**config.mk**
```make
export PLATFORM = sky130hd
export DESIGN_NAME = pe_config_loader
export DESIGN_NICKNAME = d
export VERILOG_FILES = /design/src/rtl/pe_config_loader.sv
export SDC_FILE = /design/constraint.sdc
export NUM_CORES = 1
export LEC_CHECK = 0
export ABC_CLOCK_PERIOD_IN_PS = 9700
export BUFFER_PORTS_ARGS = -buffer_cell sky130_fd_sc_hd__buf_2
export CORE_ASPECT_RATIO = 1.5
export CORE_MARGIN = 2
export CORE_UTILIZATION = 46
export CTS_BUF_LIST = sky130_fd_sc_hd__clkbuf_8
export CTS_CLUSTER_DIAMETER = 80
export DETAILED_ROUTE_END_ITERATION = 7
export PLACE_DENSITY_LB_ADDON = 0.12
export SETUP_SLACK_MARGIN = 0.3
export SLEW_MARGIN = 30
export SYNTH_ARGS = -nofsm -noshare
export SYNTH_HDL_FRONTEND = slang
export SYNTH_SLANG_ARGS = --single-unit
```
**constraint.sdc**
```tcl
create_clock -name clk -period 9.7 [get_ports clk]
set_clock_uncertainty 0.15 [all_clocks]
set_input_delay 1.94 -clock clk [delete_from_list [all_inputs] [get_ports clk]]
set_output_delay 1.94 -clock clk [all_outputs]
set_load 0.02 [all_outputs]
```
**src/rtl/pe_config_loader.sv**
```systemverilog
// rtl/pe_config_loader.sv - buffers tagged config words and streams whole packets to PE configure ports
//
// Ports:
//   clk, reset       clock (rising edge), asynchronous active-low reset
//   cfg_wr_*         host write port: valid/ready handshake, target pe, data word, packet last marker
//   load_en          allows new packets to start (never pauses a packet in flight)
//   cfg_out          NUM_PE slices of 33 bits {valid, word}, one per PE_Configure_Inport
//   busy             sequencer not idle
//   cfg_done         one-cycle pulse in the idle gap after the last buffered packet drains
//   err              sticky: bad target PE or full FIFO with no complete packet

module pe_config_loader #(
    parameter int NUM_PE  = 2,
    parameter int PE_ID_W = 1,
    parameter int DEPTH   = 16
) (
    input  logic                  clk,
    input  logic                  reset,
    input  logic                  cfg_wr_valid,
    output logic                  cfg_wr_ready,
    input  logic [PE_ID_W-1:0]    cfg_wr_pe,
    input  logic [31:0]           cfg_wr_data,
    input  logic                  cfg_wr_last,
    input  logic                  load_en,
    output logic [NUM_PE*33-1:0]  cfg_out,
    output logic                  busy,
    output logic                  cfg_done,
    output logic                  err
);

    localparam int AW = $clog2(DEPTH);
    localparam int CW = AW + 1;
    // Entry layout: {pe, last, token_valid, data}; the token bit lets the
    // stored word be forwarded as an output token without reassembly.
    localparam int EW = 34 + PE_ID_W;
    localparam logic [CW-1:0] DEPTH_C = CW'(DEPTH);

    // The state names what cfg_out shows during the cycle: STREAM shows a
    // packet word, GAP shows the single zero word that follows each packet.
    typedef enum logic [1:0] {
        IDLE   = 2'd0,
        STREAM = 2'd1,
        GAP    = 2'd2
    } state_t;

    state_t state, state_nx;

    logic [EW-1:0]        mem [DEPTH];
    logic [AW-1:0]        wr_ptr, rd_ptr;
    logic [CW-1:0]        count, pkt_cnt;
    logic [PE_ID_W-1:0]   tgt;
    logic                 last_q;   // word currently on cfg_out closes its packet

    logic [EW-1:0]        head;
    logic [PE_ID_W-1:0]   head_pe;
    logic                 head_last;
    logic [PE_ID_W-1:0]   sel_pe;
    int                   sel_idx;
    logic                 push, pop, first, start_ok, bad_pe;
    logic [NUM_PE*33-1:0] out_nx;

    assign head      = mem[rd_ptr];
    assign head_pe   = head[EW-1 -: PE_ID_W];
    assign head_last = head[33];

    assign cfg_wr_ready = (count < DEPTH_C);
    assign push         = cfg_wr_valid && cfg_wr_ready;
    assign start_ok     = load_en && (pkt_cnt != '0);

    assign busy     = (state != IDLE);
    assign cfg_done = (state == GAP) && (count == '0) && (pkt_cnt == '0);

    always_comb begin
        state_nx = state;
        pop      = 1'b0;
        first    = 1'b0;
        case (state)
            IDLE: begin
                if (start_ok) begin
                    pop      = 1'b1;
                    first    = 1'b1;
                    state_nx = STREAM;
                end
            end
            STREAM: begin
                // A packet only starts once its last word is buffered, so
                // the FIFO cannot run dry before last_q is seen.
                if (last_q) begin
                    state_nx = GAP;
                end else begin
                    pop      = 1'b1;
                    state_nx = STREAM;
                end
            end
            GAP: begin
                if (start_ok) begin
                    pop      = 1'b1;
                    first    = 1'b1;
                    state_nx = STREAM;
                end else begin
                    state_nx = IDLE;
                end
            end
            default: state_nx = IDLE;
        endcase
    end

    always_comb begin
        sel_pe  = first ? head_pe : tgt;
        sel_idx = int'(sel_pe);
        out_nx  = '0;
        // An out-of-range target matches no slice, so that packet drains
        // silently with every slice held at zero.
        for (int p = 0; p < NUM_PE; p++) begin
            if (pop && (sel_idx == p)) begin
                out_nx[33*p +: 33] = head[32:0];
            end
        end
        bad_pe = pop && first && (int'(head_pe) >= NUM_PE);
    end

    // Storage needs no reset: pointers and counts define what is valid.
    always_ff @(posedge clk) begin
        if (push) begin
            mem[wr_ptr] <= {cfg_wr_pe, cfg_wr_last, 1'b1, cfg_wr_data};
        end
    end

    always_ff @(posedge clk or negedge reset) begin
        if (!reset) begin
            state   <= IDLE;
            wr_ptr  <= '0;
            rd_ptr  <= '0;
            count   <= '0;
            pkt_cnt <= '0;
            tgt     <= '0;
            last_q  <= 1'b0;
            err     <= 1'b0;
            cfg_out <= '0;
        end else begin
            state   <= state_nx;
            cfg_out <= out_nx;

            if (push) begin
                wr_ptr <= wr_ptr + AW'(1);
            end
            if (pop) begin
                rd_ptr <= rd_ptr + AW'(1);
                last_q <= head_last;
                if (first) begin
                    tgt <= head_pe;
                end
            end

            case ({push, pop})
                2'b10:   count <= count + CW'(1);
                2'b01:   count <= count - CW'(1);
                default: count <= count;
            endcase

            case ({push && cfg_wr_last, pop && head_last})
                2'b10:   pkt_cnt <= pkt_cnt + CW'(1);
                2'b01:   pkt_cnt <= pkt_cnt - CW'(1);
                default: pkt_cnt <= pkt_cnt;
            endcase

            // A full FIFO with no complete packet can never drain.
            if (bad_pe || ((count == DEPTH_C) && (pkt_cnt == '0))) begin
                err <= 1'b1;
            end
        end
    end

endmodule
```
==> metrics.txt <==
Die Width=190 um; area share of the largest cell type after synthesis=68.4%; Cell Rows=102; worst path arrival time=4.68 ns; most common cell in the netlist=edfxtp_1; Post-Syn Nets=1,105; Starting Density=46.5%; fill cell count=4,064; Ports=108; routability congestion estimate from global placement=0.722; mapped cell area=0.0239 sq mm; static leakage=9.36 nW; vias in the first global route=11,700; FFs w/ async S/R, synth=14.1%; crit path max fanout=46; H-Tree Depth=3; critical path class=register to register; total internal power=5.23 mW; CTS sink cnt=633; list of most frequent post-synthesis cells=edfxtp_1, mux4_2, dfrtp_1, nor2b_1, and2_1; sequential fraction of design power=45.1%; die footprint=0.0538 sq mm; Vias=10,800; Avg Cell Area, Syn=22.7 sq um; share of the yosys chip area belonging to registers=77.7%; Syn Inst Count=1,052; Slew headroom=48.3%; core area=0.0514 sq mm; Psw=2.28 mW; Pins Over Slew Limit=0; Yosys warning count=0; Hold Worst Slack=0.329 ns; Most used DFF post-synth=edfxtp_1; clk root buf=clkbuf_8; fin crit period=4.30 ns; CTS tree=done; top cells by area, synth=edfxtp_1, mux4_2, dfrtp_1; crit path capture type=register; clock power share=25.5%; global-route wire length before repair=74.7 mm; Max Cap Viol=0; clock-pin slew on the worst setup and hold paths=0.07 ns; DRT antenna net count=0; initial antenna violation count=6; Peak VDD IR=143 uV; power per cell area=278 mW/mm^2; initial DRC count=737; crit path launch type=register; critical path data required time=10.08 ns; EDFF count, synth=544; Tot GR Track Use=19.1%; layout cells sized above 1=33.4%; post-CTS sizing=0; fin area=0.0270 sq mm; via/cell ratio=5.45; Clock Path Buffers=3; RSZ-0062 raised after global routing=false; DRT Pass-1 Iters=5; Post-DP Area=0.0254 sq mm; WL final=49.3 mm; gr ovfl total=0; Gate power share=29.4%; Synth Register Bits=633; leading area contributor after synthesis=edfxtp_1; hold_buf cts=0; Worst-Margin Slew=0.776 ns; setup total negative slack=0 ns; number of I/O port buffers=107; mean routed wirelength per cell=24.9 um; status=completed; layout net count=1,285; fmax=0.233 GHz; Clk Latency, worst-skew pair=0.67 ns; Syn-to-layout area delta=13.1%; DP HPWL=28.1 mm; Die Y=283 um; DR DRC count=0; Post-CTS Setup Bufs=0; Sw Share=30.4%; largest net degree at the start of global routing=51; final hold vios=0; Post-Layout Cell Count=1,980; period utilization=44.3%; final setup vio count=0; HP Class=register to register; count of cell types in the netlist=40; TritonCTS Buffers=91; placed cell count=1,815
==> per-layer routing <==
metal | up-vias | global-route usage (%) | wire (um) | share of wire (%)
met1 | 5775 | 24.8 | 19800 | 40
met2 | 279 | 32.3 | 25900 | 52
li1 | 4654 | - | - | -
met4 | 4 | 6.78 | 1210 | 2.5
met5 | - | 0 | 23 | 0.047
met3 | 83 | 3.62 | 2410 | 4.9
==> registers in the layout, indices dropped and copies added (netlist names) <==
name,flops
pkt_cnt,5
err,1
wr_ptr,4
cfg_out,66
mem,544
state,2
last_q,1
rd_ptr,4
count,5
tgt,1
==> path summary, 6_finish.rpt <==
path,startpoint,end,slack (ns),cells past startpoint
setup / recovery,rd_ptr[1],pkt_cnt[4],5.40,12
hold / removal,pkt_cnt[4],pkt_cnt[4],0.33,1
setup reg to reg,rd_ptr[1],pkt_cnt[4],5.40,12
hold reg to reg,pkt_cnt[4],pkt_cnt[4],0.33,1
max in group asynchronous,reset,rd_ptr[0],7.09,2
min in group asynchronous,reset,cfg_out[39],1.17,1
==> per-stage QoR <==
step	util (%)	worst slack, ns	power [mW]
after floorplan	-	4.22	5.04
after global placement	49.2	4.94	5.69
after detailed placement	49.3	5.08	5.72
after CTS	52.5	5.35	7.65
after global routing	52.5	5.12	7.92
final	52.5	5.40	7.51
==> cells by family after synthesis <==
group / Yosys count / synth area share, %
muxes: 174 / 15.9
buffers and inverters: 65 / 1.46
and+or+nand+nor: 124 / 2.86
xor gates and xnor gates: 15 / 0.550
DFF: 633 / 77.7
AOI/OAI and AO/OA: 26 / 0.686
adders and majority gates: 15 / 0.848
==> layout make-up <==
cell class	instances	area (sq um)	share of cell area (%)
flip-flops and latches	633	18600	68.7
multi-input cells	354	5110	18.9
clock buffers	98	1350	4.99
well taps	676	846	3.13
repair buffers	137	798	2.95
clock inverters	65	289	1.07
inverters	15	56.3	0.208
diodes	2	5.00	0.0185
==> cell usage in the layout, fill, tap and decap left out, types with 6 or more instances in the layout <==
cell      netlist  routed
xnor2_1         9       9
nor2b_1        35      35
edfxtp_1      544     544
inv_1          14      46
xor2_1          6       6
buf_2           9     106
mux2i_1         8       8
buf_4           1      26
clkinv_2        0       8
nor2_4          0      12
clkbuf_8        0      98
dfrtp_1        89      85
mux4_2        164     164
ha_1           13      13
o21ai_0         9       9
clkinv_1        0      22
nand2_1        19      19
and2_1         33      33
==> power groups by stage <==
stage,clock network [mW],logic [mW],registers [mW]
6_report,1.91,2.21,3.39
3_3_place_gp,0,2.25,3.44
5_1_grt,2.09,2.41,3.42
4_1_cts,1.98,2.28,3.39
3_5_place_dp,0,2.27,3.45
2_1_floorplan,0,1.61,3.43
==> critical path: stages, from the launching register on <==
cell and delay [ns]:
dfrtp_4 0.86, buf_4 0.71, mux4_2 0.59, nand2_1 0.10, nand3_1 0.08, o211a_1 0.20, ha_1 0.26, fa_1 0.42
a21o_1 0.19, a21oi_1 0.17, xor2_1 0.16, nor2_1 0.07, xor2_1 0.14
Power figures use the tool's default switching activity.
